### src/rtl/nmea_gga_parser.sv
// NMEA-0183 $GPGGA parser that pops bytes from a UART receive FIFO.
// Fields collect in working registers. They reach the outputs only when the checksum matches.
module nmea_gga_parser #(
  parameter int unsigned DATA_BITS = 8,
  parameter int unsigned MAX_LEN   = 82
) (
  input  logic                 clk_50MHz,
  input  logic                 reset,
  input  logic                 fifo_empty,
  input  logic [DATA_BITS-1:0] fifo_rd_data,
  output logic                 fifo_rd,
  output logic [23:0]          utc_time,
  output logic [31:0]          lat_bcd,
  output logic                 lat_south,
  output logic [35:0]          lon_bcd,
  output logic                 lon_west,
  output logic [3:0]           fix_quality,
  output logic [7:0]           num_sats,
  output logic                 sentence_valid,
  output logic                 checksum_err,
  output logic                 frame_err
);

  localparam int unsigned     LenW   = $clog2(MAX_LEN + 2);
  localparam logic [LenW-1:0] MaxLen = LenW'(MAX_LEN);

  typedef enum logic [2:0] {StIdle, StHdr, StFields, StCkHi, StCkLo} state_e;

  state_e          state_q, state_d;
  logic [2:0]      hdr_idx_q, hdr_idx_d;
  logic [3:0]      field_q, field_d;
  logic            dot_q, dot_d;
  logic [2:0]      frac_cnt_q, frac_cnt_d;
  logic [LenW-1:0] len_q, len_d, len_inc;
  logic [7:0]      xor_q, xor_d;
  logic [3:0]      ck_hi_q, ck_hi_d;

  logic [23:0] w_time_q, w_time_d;
  logic [15:0] w_lat_int_q, w_lat_int_d;
  logic [15:0] w_lat_frac_q, w_lat_frac_d;
  logic [19:0] w_lon_int_q, w_lon_int_d;
  logic [15:0] w_lon_frac_q, w_lon_frac_d;
  logic        w_south_q, w_south_d;
  logic        w_west_q, w_west_d;
  logic [3:0]  w_fix_q, w_fix_d;
  logic [7:0]  w_sats_q, w_sats_d;

  logic [23:0] utc_q, utc_d;
  logic [31:0] lat_q, lat_d;
  logic        south_q, south_d;
  logic [35:0] lon_q, lon_d;
  logic        west_q, west_d;
  logic [3:0]  fix_q, fix_d;
  logic [7:0]  sats_q, sats_d;
  logic        valid_q, valid_d;
  logic        ck_err_q, ck_err_d;
  logic        fr_err_q, fr_err_d;

  logic [7:0] ch;
  logic [7:0] hdr_char;
  logic       is_digit;
  logic       is_hex;
  logic [3:0] hex_nib;

  assign fifo_rd = ~fifo_empty & ~reset;
  assign ch      = fifo_rd_data[7:0];

  assign utc_time       = utc_q;
  assign lat_bcd        = lat_q;
  assign lat_south      = south_q;
  assign lon_bcd        = lon_q;
  assign lon_west       = west_q;
  assign fix_quality    = fix_q;
  assign num_sats       = sats_q;
  assign sentence_valid = valid_q;
  assign checksum_err   = ck_err_q;
  assign frame_err      = fr_err_q;

  // Place the pos-th fraction digit, most significant nibble first.
  function automatic logic [15:0] put_frac(input logic [15:0] frac, input logic [1:0] pos,
                                           input logic [3:0] nib);
    logic [15:0] r;
    r = frac;
    unique case (pos)
      2'd0:    r[15:12] = nib;
      2'd1:    r[11:8]  = nib;
      2'd2:    r[7:4]   = nib;
      default: r[3:0]   = nib;
    endcase
    return r;
  endfunction

  always_comb begin
    is_digit = (ch >= 8'h30) && (ch <= 8'h39);
    is_hex   = is_digit;
    hex_nib  = ch[3:0];
    if (((ch >= 8'h41) && (ch <= 8'h46)) || ((ch >= 8'h61) && (ch <= 8'h66))) begin
      is_hex  = 1'b1;
      hex_nib = ch[3:0] + 4'd9;
    end
  end

  always_comb begin
    case (hdr_idx_q)
      3'd1:    hdr_char = "P";
      3'd4:    hdr_char = "A";
      default: hdr_char = "G";
    endcase
  end

  always_comb begin
    state_d      = state_q;
    hdr_idx_d    = hdr_idx_q;
    field_d      = field_q;
    dot_d        = dot_q;
    frac_cnt_d   = frac_cnt_q;
    len_d        = len_q;
    xor_d        = xor_q;
    ck_hi_d      = ck_hi_q;
    w_time_d     = w_time_q;
    w_lat_int_d  = w_lat_int_q;
    w_lat_frac_d = w_lat_frac_q;
    w_lon_int_d  = w_lon_int_q;
    w_lon_frac_d = w_lon_frac_q;
    w_south_d    = w_south_q;
    w_west_d     = w_west_q;
    w_fix_d      = w_fix_q;
    w_sats_d     = w_sats_q;
    utc_d        = utc_q;
    lat_d        = lat_q;
    south_d      = south_q;
    lon_d        = lon_q;
    west_d       = west_q;
    fix_d        = fix_q;
    sats_d       = sats_q;
    valid_d      = 1'b0;
    ck_err_d     = 1'b0;
    fr_err_d     = 1'b0;
    len_inc      = len_q + LenW'(1);

    if (fifo_rd) begin
      if (ch == "$") begin
        // A '$' always restarts, even mid-sentence or inside the checksum.
        state_d      = StHdr;
        hdr_idx_d    = 3'd0;
        field_d      = 4'd0;
        dot_d        = 1'b0;
        frac_cnt_d   = 3'd0;
        len_d        = LenW'(1);
        xor_d        = 8'h00;
        w_time_d     = '0;
        w_lat_int_d  = '0;
        w_lat_frac_d = '0;
        w_lon_int_d  = '0;
        w_lon_frac_d = '0;
        w_south_d    = 1'b0;
        w_west_d     = 1'b0;
        w_fix_d      = '0;
        w_sats_d     = '0;
      end else begin
        unique case (state_q)
          StIdle: ;
          StHdr: begin
            if (ch == hdr_char) begin
              xor_d = xor_q ^ ch;
              len_d = len_inc;
              if (hdr_idx_q == 3'd4) begin
                state_d = StFields;
                field_d = 4'd0;
              end else begin
                hdr_idx_d = hdr_idx_q + 3'd1;
              end
            end else begin
              state_d = StIdle;
            end
          end
          StFields: begin
            len_d = len_inc;
            if (len_inc > MaxLen) begin
              fr_err_d = 1'b1;
              state_d  = StIdle;
            end else if (ch == "*") begin
              state_d = StCkHi;
            end else begin
              xor_d = xor_q ^ ch;
              if (ch == ",") begin
                field_d    = (field_q == 4'hF) ? field_q : field_q + 4'd1;
                dot_d      = 1'b0;
                frac_cnt_d = 3'd0;
              end else begin
                if (ch == ".") begin
                  dot_d = 1'b1;
                end
                case (field_q)
                  4'd1: if (is_digit && !dot_q) w_time_d = {w_time_q[19:0], ch[3:0]};
                  4'd2: begin
                    if (is_digit && !dot_q) begin
                      w_lat_int_d = {w_lat_int_q[11:0], ch[3:0]};
                    end else if (is_digit && (frac_cnt_q < 3'd4)) begin
                      w_lat_frac_d = put_frac(w_lat_frac_q, frac_cnt_q[1:0], ch[3:0]);
                      frac_cnt_d   = frac_cnt_q + 3'd1;
                    end
                  end
                  4'd3: w_south_d = (ch == "S");
                  4'd4: begin
                    if (is_digit && !dot_q) begin
                      w_lon_int_d = {w_lon_int_q[15:0], ch[3:0]};
                    end else if (is_digit && (frac_cnt_q < 3'd4)) begin
                      w_lon_frac_d = put_frac(w_lon_frac_q, frac_cnt_q[1:0], ch[3:0]);
                      frac_cnt_d   = frac_cnt_q + 3'd1;
                    end
                  end
                  4'd5: w_west_d = (ch == "W");
                  4'd6: if (is_digit) w_fix_d = ch[3:0];
                  4'd7: if (is_digit) w_sats_d = {w_sats_q[3:0], ch[3:0]};
                  default: ;
                endcase
              end
            end
          end
          StCkHi: begin
            if (is_hex) begin
              ck_hi_d = hex_nib;
              state_d = StCkLo;
            end else begin
              fr_err_d = 1'b1;
              state_d  = StIdle;
            end
          end
          StCkLo: begin
            state_d = StIdle;
            if (!is_hex) begin
              fr_err_d = 1'b1;
            end else if ({ck_hi_q, hex_nib} == xor_q) begin
              valid_d = 1'b1;
              utc_d   = w_time_q;
              lat_d   = {w_lat_int_q, w_lat_frac_q};
              south_d = w_south_q;
              lon_d   = {w_lon_int_q, w_lon_frac_q};
              west_d  = w_west_q;
              fix_d   = w_fix_q;
              sats_d  = w_sats_q;
            end else begin
              ck_err_d = 1'b1;
            end
          end
          default: state_d = StIdle;
        endcase
      end
    end
  end

  always_ff @(posedge clk_50MHz or posedge reset) begin
    if (reset) begin
      state_q      <= StIdle;
      hdr_idx_q    <= '0;
      field_q      <= '0;
      dot_q        <= 1'b0;
      frac_cnt_q   <= '0;
      len_q        <= '0;
      xor_q        <= '0;
      ck_hi_q      <= '0;
      w_time_q     <= '0;
      w_lat_int_q  <= '0;
      w_lat_frac_q <= '0;
      w_lon_int_q  <= '0;
      w_lon_frac_q <= '0;
      w_south_q    <= 1'b0;
      w_west_q     <= 1'b0;
      w_fix_q      <= '0;
      w_sats_q     <= '0;
      utc_q        <= '0;
      lat_q        <= '0;
      south_q      <= 1'b0;
      lon_q        <= '0;
      west_q       <= 1'b0;
      fix_q        <= '0;
      sats_q       <= '0;
      valid_q      <= 1'b0;
      ck_err_q     <= 1'b0;
      fr_err_q     <= 1'b0;
    end else begin
      state_q      <= state_d;
      hdr_idx_q    <= hdr_idx_d;
      field_q      <= field_d;
      dot_q        <= dot_d;
      frac_cnt_q   <= frac_cnt_d;
      len_q        <= len_d;
      xor_q        <= xor_d;
      ck_hi_q      <= ck_hi_d;
      w_time_q     <= w_time_d;
      w_lat_int_q  <= w_lat_int_d;
      w_lat_frac_q <= w_lat_frac_d;
      w_lon_int_q  <= w_lon_int_d;
      w_lon_frac_q <= w_lon_frac_d;
      w_south_q    <= w_south_d;
      w_west_q     <= w_west_d;
      w_fix_q      <= w_fix_d;
      w_sats_q     <= w_sats_d;
      utc_q        <= utc_d;
      lat_q        <= lat_d;
      south_q      <= south_d;
      lon_q        <= lon_d;
      west_q       <= west_d;
      fix_q        <= fix_d;
      sats_q       <= sats_d;
      valid_q      <= valid_d;
      ck_err_q     <= ck_err_d;
      fr_err_q     <= fr_err_d;
    end
  end

endmodule
### config.mk
export PLATFORM = sky130hd
export DESIGN_NAME = nmea_gga_parser
export DESIGN_NICKNAME = d
export VERILOG_FILES = /design/src/rtl/nmea_gga_parser.sv
export SDC_FILE = /design/constraint.sdc
export NUM_CORES = 1
export LEC_CHECK = 0
export BUFFER_PORTS_ARGS = -buffer_cell sky130_fd_sc_hd__buf_2
export CAP_MARGIN = 20
export CORE_ASPECT_RATIO = 1.2
export CORE_MARGIN = 4
export CORE_UTILIZATION = 35
export CTS_BUF_LIST = sky130_fd_sc_hd__clkbuf_4 sky130_fd_sc_hd__clkbuf_8
export DETAILED_ROUTE_END_ITERATION = 8
export PLACE_DENSITY_LB_ADDON = 0.08
export REMOVE_ABC_BUFFERS = 1
export SLEW_MARGIN = 40
export SYNTH_ARGS = -nofsm -noshare
export SYNTH_HDL_FRONTEND = slang
export SYNTH_SLANG_ARGS = --single-unit
### constraint.sdc
create_clock -name clk_50MHz -period 20.9 [get_ports clk_50MHz]
set_clock_uncertainty 0.05 [all_clocks]
set_input_delay 4.18 -clock clk_50MHz [delete_from_list [all_inputs] [get_ports clk_50MHz]]
set_output_delay 4.18 -clock clk_50MHz [all_outputs]
set_load 0.01 [all_outputs]
# Word level (Yosys, flattened, before mapping)
# Cells that the tools add are included.
# totals
regBits	248
word_cells	271
input_bits	11
out_inout_bits	110
# classes
n_lt_le_gt_ge	8
eq_ne	40
addsub	5
mux	124
reduce_logical	56
bitwise	5
# op_table
cell	count
$mux 16	21
$mux 24	7
$mux 20	7
$mux 8	11
$mux 4	19
$reduce_and 9->1	8
$mux 3	18
$reduce_and 7->1	6
$mux 1	33
$eq 8x6->1 const B	4
$reduce_bool 2->1	16
$ne 3x3->1 const B	7
$eq 4x3->1 const B	4
$eq 8x7->1 const B	2
$eq 8x8->1	2
$ge 8x7->1 const B	2
$le 8x7->1 const B	2
$pmux 8 s2	1
$reduce_and 5->1	3
$mux 7	2
$pmux 7 s2	1
$ne 2x2->1 const B	6
$pmux 3 s4	1
$reduce_and 4->1	3
other kinds (35)	52

# Logic depth before layout (Yosys ltp)
# Gate-level depths: netlist of the first run.
# logic_depth
ltp_word	11
ltp_mapped	10
mapped_depth_nobuf	8

# Worst setup path before layout of the first run
# No wires, ideal clock.
# synth_timing
path_type	input port to output port
start	input reset
end	output fifo_rd
stages	3
path_buffers	1
arrival_ns	4.808
slack_ns	11.862
required_time_ns	16.670
path_cell_list	or2_2 clkbuf_1 clkinv_1
# synth_via
elab_chain_cells	2
# synth_lines
element	line_no	rtl
start, declared	8	input logic reset,
$not 1->1	65	assign fifo_rd = ~fifo_empty & ~reset;
$and 1x1->1	65	
end, declared	11	output logic fifo_rd,
# No other way between the ends.

# Worst setup path after layout of the first run
# Same ends and word-level chain as after synthesis.

==> results of run 1 <==
==> cells in the mapped netlist, drive strengths merged (3+ instances only) <==
master	n
mux2i	27
inv	49
a2111o	3
nor2	22
dfrtp	248
or3b	3
nand4	6
a22oi	3
o21ai	21
o22a	3
or3	6
nor4b	4
nand2b	4
a21oi	23
and2	6
nand2	55
nor2b	3
o21a	3
a211oi	13
o211ai	4
xor2	5
nor4	10
o22ai	8
buf	22
a21o	5
o31ai	6
nor3	9
a22o	28
nand3	18
clkbuf	25
a31oi	9
nor3b	3
ha	19
mux2	163
xnor2	4
==> power breakdown <==
group | internal (mW) | switching, mW
clock network | 0.263 | 0.195
logic | 0.0185 | 0.0438
registers | 0.488 | 0.00932
==> sequential cells by signal (all words and copies together), names as in the netlist, 7 cells and up <==
register,flops
lat_bcd,32
len_q,7
lon_bcd,36
num_sats,8
utc_time,24
w_lat_frac_q,16
w_lat_int_q,16
w_lon_frac_q,16
w_lon_int_q,20
w_sats_q,8
w_time_q,24
xor_q,8
==> layer usage <==
metal  GRT usage, %  vias up  part of all wire [%]
li1               -     3427                     -
met4           4.34        0                   2.4
met1           20.6     3675                    45
met2           23.5      159                    47
met5              0        -                     0
met3           3.45       48                   5.4
==> cell type report <==
cell class | count | share of cell area (%)
Inverter | 50 | 1.54
Timing Repair Buffer | 134 | 5.54
Clock buffer | 66 | 6.31
Tap cell | 401 | 3.86
Multi-Input combinational cell | 530 | 34.5
Sequential cell | 248 | 47.7
Clock inverter | 9 | 0.606
==> final timing paths <==
path                            cells after the start              end  slack, ps
worst max-delay path                                4          fifo_rd      11530
worst min-delay path                                1      lon_bcd[31]        430
worst max register to register                      8  w_lon_frac_q[2]      17540
worst min register to register                      1      lon_bcd[31]        430
max in group asynchronous                           3     utc_time[10]      16060
min in group asynchronous                           2         len_q[3]       3670
==> logic make-up after synthesis <==
group / after synthesis / synth area share (%)
compound gates: 149 / 9.72
xor+xnor: 9 / 0.779
fa+ha+maj: 19 / 2.15
buf+inv: 97 / 3.82
flops: 248 / 56.0
mux: 190 / 19.0
simple gates: 163 / 8.54
==> worst max-delay path: cells and delay by family <==
family,cells,cell delay (ps)
AND/OR/NAND/NOR,1,260
buffers and inverters,3,710
==> results by group, run 1 <==
Placed design
  – Setup WS pre-CTS: about 12,000 ps
  – RePlAce Congestion: between 0.7 and 0.8
  – Dpl cells: around 1,400
  – Detailed placement HPWL: 16,300 µm
  – Dpl cell area: 0.0121 mm²
  – # port buffers: 120

STA
  – RSZ-0062 raised after global routing: no
  – Final setup vio count: 0
  – Tmin final: roughly 9400 ps
  – Hold slack: approximately 430 ps
  – Tightest Pin Transition: 817 ps
  – Fin. max-slew vios: 0
  – Aggregate negative setup slack: 0 ps
  – Final Worst Setup Slack: 11,530 ps
  – Fin. Hold Viols: 0
  – Maximum clock frequency: 107 MHz
  – Crit share post-route: ~45%
  – Worst slew margin: between 40% and 50%

GRT
  – Initial antenna violation count: 0
  – Vias in the first global route: ~7,500
  – Maximum number of pins on one net before global-route repair: 109
  – Gr ovfl total: 0
  – First-pass GRT wire length: ~42,000 µm
  – Total global-route track usage: 14.9%

Worst hold path
  – Hold WC Path Type: reg2reg
  – Hold path startpoint: lon_bcd[31]

Pwr
  – Total power: ~1.0 mW
  – Pleak: between 6 and 7 nW
  – PwrDens: 78.2 mW/mm²
  – VDD IR-drop max: about 0.043 mV

Logic synthesis
  – Post-synth top area cell: dfrtp_1
  – Post-synth EDFFs: 0
  – Synth area leaders: dfrtp_1 (56%), mux2_2 (12%), mux2_1 (4.9%)
  – Ys flop type: dfrtp_1
  – Mean Syn Cell Area: ~13 µm²
  – Sequential area share after synthesis: a little under three fifths
  – Mapped Cells: 875
  – #FFs+latches synth: 248
  – Synth Cell Area: 0.0111 mm²
  – Share of the synthesized area in the top cell type: a little under three fifths
  – Asr flop ratio synth: 100%
  – Synth Warn #: 0
  – Post-synth cell types: between 70 and 80

Floorplan
  – Die area: approximately 0.035 mm²
  – Initial Util: between 30% and 40%
  – # rows: between 70 and 80
  – DIE WIDTH: approximately 170 µm
  – Core Region: 0.0313 mm²
  – Top Ports: ~120
  – Die Y: 203 µm

Drt
  – WL final: roughly 26,000 µm
  – Final ANT Viol Nets: 0
  – Number of remaining DRC errors: 0
  – DR WL/cell: 17.8 µm
  – Initial detailed-routing violation count: 388
  – Via density: 5.08
  – DR vias: 7,309
  – Drt first pass iters: 4

Critical path
  – Required time of the critical path: around 17,000 ps
  – CP dominant cell by count: buf_2
  – Crit path launch type: primary input
  – Crit-path max cell delay: between 300 and 400 ps
  – CP Capture Type: primary output
  – Critical-path cell list: buf_2 -> or2_2 -> clkinv_1 -> buf_2
  – Worst r2r src: len_q[0]
  – Critical path class: in2out
  – Crit-path max FO: 10
  – Slowest CP cell: clkinv_1
  – Critical Path AT: 5140 ps
  – Critical Path Start: reset

Final layout
  – Layout net count: just over 1,000
  – Fillcell total: approximately 3,000
  – Final core utilization: 41.6%
  – Synth-to-Final Area Change: 17.4%
  – Reg area: approximately 0.0062 mm²
  – Most frequent cells in the layout: dfrtp_1 (248), buf_2 (120), mux2_2 (115), nand2_1 (55), clkbuf_8 (52)
  – Antenna Cells: 0
  – Most common cell after layout, fill and taps aside: dfrtp_1
  – Layout cells sized above 1: around a third
  – Fin area: 0.0130 mm²
  – Area occupied by multi-input gates: between 0.004 and 0.005 mm²
  – Final std cells w/o fill: 1,438

Clock tree
  – # resized after CTS: 0
  – Clk root buf: clkbuf_8
  – Setup Buffers After CTS: 0
  – Clock sink total: about 250
  – Worst-Skew Late Latency: between 500 and 600 ps
  – Clock Path Buffers: 3
  – TritonCTS clock tree: yes
  – Htree depth: 2
  – CTS Buf Count: between 40 and 50
  – Clock transition at path regs: about 50 ps
  – # hold bufs at CTS: 0

Run status
  – Status: finished clean

Run
  – Maxcap violations: 0
(Power assumes the default switching activity.)
==> run 2: changes to the inputs <==
==> constraint.sdc (replaced) <==
create_clock -name clk_50MHz -period 8.6 [get_ports clk_50MHz]
set_clock_uncertainty 0.05 [all_clocks]
set_input_delay 1.72 -clock clk_50MHz [delete_from_list [all_inputs] [get_ports clk_50MHz]]
set_output_delay 1.72 -clock clk_50MHz [all_outputs]
set_load 0.01 [all_outputs]
==> run 2 against run 1 <==
  * Critical path depth unchanged
  * Cell count grew 0.42%
  * Core utilization rose by 0.46 points
  * Routed wire length increased by 2.4%
  * Register-to-register slack worse by 12000 ps
  * Critical path type unchanged
  * Combinational power grew 140%
  * Sequential share of layout area fell by 0.52 points
  * Cell area increased by 1.1%
  * Largest power group is now clock
  * Via count hardly changed
  * Flip-flop and latch count unchanged
  * Clock power grew to 2.8 times the previous value
==> results by group, run 2 (same netlist as run 1, synthesis figures left out) <==
Floorplan
  – Core Region: 0.0313 mm² (unchanged)
  – Initial Util: 35.4% (unchanged)
  – Die area: 0.0346 mm² (unchanged)
  – Top Ports: 121 (unchanged)
  – DIE WIDTH: 170 µm (unchanged)
  – Die Y: 203 µm (unchanged)
  – # rows: 71 (unchanged)

Pwr
  – Pleak: 6.74 nW (+1.2%)
  – Comb power frac: 5.7% (-0.4 points)
  – Net Sw Frac: 23.7% (-0.64 points)
  – Sw power: 0.625 mW (+150%)
  – Total power: 2.64 mW (+160%)
  – Sequential share of power: 45.9% (-3.0 points)
  – VDD IR-drop max: 0.119 mV (+180%)
  – PwrDens: 200 mW/mm² (+160%)
  – Clock power share: 48.4% (+3.4 points)
  – Int Pwr: 2.01 mW (+160%)

Run status
  – Status: finished clean

Critical path
  – CP Capture Type: primary output
  – Crit-path max FO: 10 (unchanged)
  – Critical path class: in2out
  – Crit path launch type: primary input
  – Required time of the critical path: 6830 ps (-9840 ps)
  – Critical Path AT: 2840 ps (-2300 ps)

Final layout
  – Antenna Cells: 0 (unchanged)
  – Layout net count: 1,039 (+0.19%)
  – Most frequent cells in the layout: dfrtp_1 (248), buf_2 (120), mux2_2 (115), clkbuf_8 (58), nand2_1 (55)
  – Final std cells w/o fill: 1,444 (+0.42%)
  – Final core utilization: 42.1% (+0.46 points)
  – Fin area: 0.0132 mm² (+1.1%)
  – Max FFs per register: 36 (unchanged)
  – Synth-to-Final Area Change: 18.7%
  – Most common cell after layout, fill and taps aside: dfrtp_1
  – Layout cells sized above 1: 33.6% (+0.19 points)

Placed design
  – Dpl cell area: 0.0121 mm² (about the same)
  – Dpl cells: 1,363 (unchanged)
  – # port buffers: 120 (unchanged)
  – Detailed placement HPWL: 16,600 µm (+1.9%)
  – RePlAce Congestion: 0.811 (+8.9%)

STA
  – Final setup vio count: 0 (unchanged)
  – Tmin final: 4610 ps
  – Aggregate negative setup slack: 0 ps (unchanged)
  – Fin. Hold Viols: 0 (unchanged)
  – RSZ-0062 raised after global routing: no
  – Tightest Pin Transition: 794 ps (-23.3 ps)
  – Fin. max-slew vios: 0 (unchanged)
  – Maximum clock frequency: 217 MHz
  – Worst slew margin: 46.7% (+1.6 points)
  – Crit share post-route: 53.6%

Run
  – Maxcap violations: 0 (unchanged)

GRT
  – Vias in the first global route: 7,612 (+1.4%)
  – First-pass GRT wire length: 42,600 µm (+1.3%)
  – Gr ovfl total: 0 (unchanged)
  – Maximum number of pins on one net before global-route repair: 129 (+18%)
  – Total global-route track usage: 15.3% (+0.35 points)
  – Initial antenna violation count: 0 (unchanged)

Drt
  – DR WL/cell: 18.1 µm (+2.0%)
  – Via density: 5.06 (-0.36%)
  – Drt first pass iters: 5 (+1)
  – Initial detailed-routing violation count: 438 (+13%)
  – WL final: 26,200 µm (+2.4%)
  – Final ANT Viol Nets: 0 (unchanged)
  – Number of remaining DRC errors: 0 (unchanged)
  – DR vias: 7,313 (+0.055%)

Clock tree
  – Worst-Skew Late Latency: 560 ps (+20 ps)
  – TritonCTS clock tree: yes
  – Clk root buf: clkbuf_8
  – Htree depth: 2 (unchanged)
  – Clock Path Buffers: 3 (unchanged)
  – Clock sink total: 248 (unchanged)
  – # hold bufs at CTS: 0 (unchanged)
  – Setup Buffers After CTS: 0 (unchanged)
  – Clock transition at path regs: 60 ps (about the same)
  – CTS Buf Count: 45 (+4.7%)
  – # resized after CTS: 0 (unchanged)

Worst hold path
  – Hold WC Path Type: reg2reg
-- run 2: worst paths after layout --
check,endpoint,cells past startpoint,start,slack [ps]
setup / recovery,fifo_rd,4,reset,3990
hold / removal,lat_bcd[13],1,w_lat_frac_q[13],430
setup reg to reg,w_lat_frac_q[1],7,len_q[0],5420
hold reg to reg,lat_bcd[13],1,w_lat_frac_q[13],430
max in group asynchronous,lon_bcd[18],3,reset,6180
min in group asynchronous,frame_err,2,reset,1220
-- run 2: layout make-up --
type | count | area (µm²)
fillers | 3035 | 18100
flip-flops and latches | 248 | 6210
well taps | 401 | 502
repair buffers | 134 | 726
clock buffers | 70 | 888
inverters | 50 | 200
clock inverters | 11 | 165
multi-input cells | 530 | 4470
-- run 2: power by group through the flow --
stage / clock network, mW / logic, mW / registers [mW]
2_1_floorplan: 0 / 0.103 / 1.22
3_3_place_gp: 0 / 0.152 / 1.23
3_5_place_dp: 0 / 0.153 / 1.23
4_1_cts: 1.32 / 0.154 / 1.21
5_1_grt: 1.38 / 0.170 / 1.21
6_report: 1.28 / 0.150 / 1.21
-- run 2: metrics by stage --
stage / setup WS (ps) / hold slack (ps)
finish: 3990 / 426
global route: 3900 / 449
CTS: 4010 / 430
detailed placement: 3550 / 422
global placement: 3550 / 415
floorplan: 15.1 / 409
-- run 2: worst max-delay path: stages --
cell and delay [ps]:
buf_2 160, or2_2 280, clkinv_1 400, buf_2 280
-- run 2: per-layer routing --
layer	global-route usage [%]	share of wire, %	up-vias
li1	-	-	3430
met1	20.5	46	3685
met2	24.8	47	158
met3	3.33	4.9	40
met4	4.68	2.2	0
met5	0	0	-
==> run 3: changes to the inputs <==
==> constraint.sdc (replaced) <==
create_clock -name clk_50MHz -period 4.5 [get_ports clk_50MHz]
set_clock_uncertainty 0.05 [all_clocks]
set_input_delay 0.9 -clock clk_50MHz [delete_from_list [all_inputs] [get_ports clk_50MHz]]
set_output_delay 0.9 -clock clk_50MHz [all_outputs]
set_load 0.01 [all_outputs]
==> run 3 against run 2 <==
  * First-iteration DRC count down 15%
  * Register-to-register slack worse by 4100 ps
  * Via count up 0.45%
  * Total power up 75%
  * Sequential power up 91%
  * Clock power up 57%
  * Critical endpoint is now w_lon_int_q[0]
  * Largest cell class unchanged
  * Highest routed layer is now met5
==> results by group, run 3 (same netlist as run 1, synthesis figures left out) <==
Worst hold path
  – Hold WC Path Type: in2async

Floorplan
  – Die Y: 203 µm (unchanged)
  – Initial Util: 35.4% (unchanged)
  – DIE WIDTH: 170 µm (unchanged)
  – Die area: 0.0346 mm² (unchanged)
  – # rows: 71 (unchanged)
  – Core Region: 0.0313 mm² (unchanged)
  – Top Ports: 121 (unchanged)

Clock tree
  – TritonCTS clock tree: yes
  – # hold bufs at CTS: 0 (unchanged)
  – Clock Path Buffers: 3 (unchanged)
  – Clk root buf: clkbuf_8
  – Htree depth: 2 (unchanged)
  – Clock sink total: 248 (unchanged)
  – Worst-Skew Late Latency: 540 ps (-20 ps)
  – CTS Buf Count: 41 (-8.9%)
  – # resized after CTS: 0 (unchanged)
  – Clock transition at path regs: 60 ps (about the same)
  – Setup Buffers After CTS: 0 (unchanged)

STA
  – Final setup vio count: 0 (unchanged)
  – Tmin final: about 3300 ps
  – Final Worst Setup Slack: 1160 ps (-2830 ps)
  – Maximum clock frequency: 300 MHz
  – Hold slack: 426 ps (+0.350 ps)
  – Worst slew margin: 48.1% (+1.4 points)
  – Fin. Hold Viols: 0 (unchanged)
  – Aggregate negative setup slack: 0 ps (unchanged)
  – Tightest Pin Transition: 778 ps (-15.8 ps)
  – RSZ-0062 raised after global routing: no
  – Fin. max-slew vios: 0 (unchanged)
  – Crit share post-route: ~74%

Final layout
  – Synth-to-Final Area Change: 17.7%
  – Layout cells sized above 1: 33.6% (+0.064 points)
  – Most frequent cells in the layout: dfrtp_1 (248), buf_2 (120), mux2_2 (115), nand2_1 (55), clkbuf_8 (50)
  – Layout net count: 1,047 (+0.77%)
  – Antenna Cells: 0 (unchanged)
  – Max FFs per register: 36 (unchanged)
  – Most common cell after layout, fill and taps aside: dfrtp_1

GRT
  – Gr ovfl total: 0 (unchanged)
  – Maximum number of pins on one net before global-route repair: 120 (-7.0%)
  – Vias in the first global route: 7,454 (-2.1%)
  – Total global-route track usage: 15.0% (-0.26 points)
  – First-pass GRT wire length: 42,000 µm (-1.5%)
  – Initial antenna violation count: 3 (+3)

Pwr
  – Clock power share: 43.6% (-4.8 points)
  – Sw power: 1.13 mW (+81%)
  – VDD IR-drop max: 0.179 mV (+51%)
  – Total power: 4.61 mW (+75%)
  – Pleak: 6.69 nW (-0.71%)
  – Sequential share of power: 50.0% (+4.1 points)
  – Int Pwr: 3.48 mW (+73%)
  – Comb power frac: 6.4% (+0.7 points)
  – PwrDens: 354 mW/mm² (+77%)
  – Net Sw Frac: 24.5% (+0.77 points)

Drt
  – DR WL/cell: 17.8 µm (-1.6%)
  – Final ANT Viol Nets: 0 (unchanged)
  – DR vias: 7,346 (+0.45%)
  – Number of remaining DRC errors: 0 (unchanged)
  – Initial detailed-routing violation count: 373 (-15%)
  – Drt first pass iters: 4 (-1)
  – Via density: 5.08 (+0.38%)
  – WL final: 25,800 µm (-1.5%)

Critical path
  – Slowest CP cell: a2111o_1
  – Critical path class: in2reg
  – Critical path buffer and inverter count: 2 (-1)
  – Critical-path cell list: buf_2 -> inv_1 -> ha_1 -> nand3b_1 -> or3_2 -> a2111o_1 -> mux2_1
  – CP Capture Type: flop
  – Crit path launch type: primary input
  – Crit-path max FO: 20 (+10)
  – Required time of the critical path: 4870 ps (-1960 ps)
  – Critical Path AT: 3710 ps (+870 ps)
  – Crit-path max cell delay: 760 ps (+360 ps)
  – CP top delay family: simple AND/OR/NAND/NOR gates
  – FF-to-FF setup slack: 1320 ps (-4100 ps)

Run
  – Maxcap violations: 0 (unchanged)

Placed design
  – Detailed placement HPWL: 16,800 µm (+0.92%)
  – # port buffers: 120 (unchanged)
  – Setup WS pre-CTS: 614 ps (-2940 ps)
  – RePlAce Congestion: 0.795 (-2.1%)

Run status
  – Status: finished clean
run 3: final timing paths:
path                                        from             end  cells past startpoint
worst min register to register  w_lat_frac_q[12]     lat_bcd[12]                      1
worst min-delay path                       reset  sentence_valid                      2
worst max-delay path             fifo_rd_data[0]  w_lon_int_q[0]                      7
worst max register to register          len_q[0]  w_lat_int_q[9]                      9
min in group clk_50MHz          w_lat_frac_q[12]     lat_bcd[12]                      1
max in group asynchronous                  reset     utc_time[9]                      3
run 3: power by group through the flow:
stage	registers, mW	logic [mW]	clock network, mW
2_1_floorplan	2.34	0.196	0
3_3_place_gp	2.35	0.298	0
4_1_cts	2.31	0.301	2.11
6_report	2.31	0.295	2.01
5_1_grt	2.31	0.338	2.21
3_5_place_dp	2.35	0.300	0
run 3: area by class of cell:
type                            instances  area (µm²)
Timing Repair Buffer                  146         833
Tap cell                              401         502
Fill cell                            3045       18200
Clock buffer                           65         801
Inverter                               50         200
Multi-Input combinational cell        530        4460
Clock inverter                          5        38.8
Sequential cell                       248        6210
run 3: worst register-to-register path, cell delays in order (launching register included):
cell	delay (ps)
dfrtp_1	450
ha_1	290
or3_1	380
a21oi_1	140
a21o_1	280
a211oi_2	190
buf_4	240
or3b_1	590
buf_4	260
a22o_1	220
run 3: per-stage QoR:
step | cell area, µm² | util (%) | cells
global route | 13000 | 41.7 | 1445
global placement | 12200 | 39.0 | 1374
finish | 13000 | 41.7 | 1445
detailed placement | 12200 | 39.0 | 1374
floorplan | 10800 | - | 828
CTS | 13000 | 41.7 | 1444
run 3: metal layers:
layer	share of wire, %	wire length, µm	track usage (%)
met5	0.078	20	0
met4	2.1	547	4.31
met3	5.9	1510	3.86
met2	46	11900	23.6
met1	46	11800	20.6
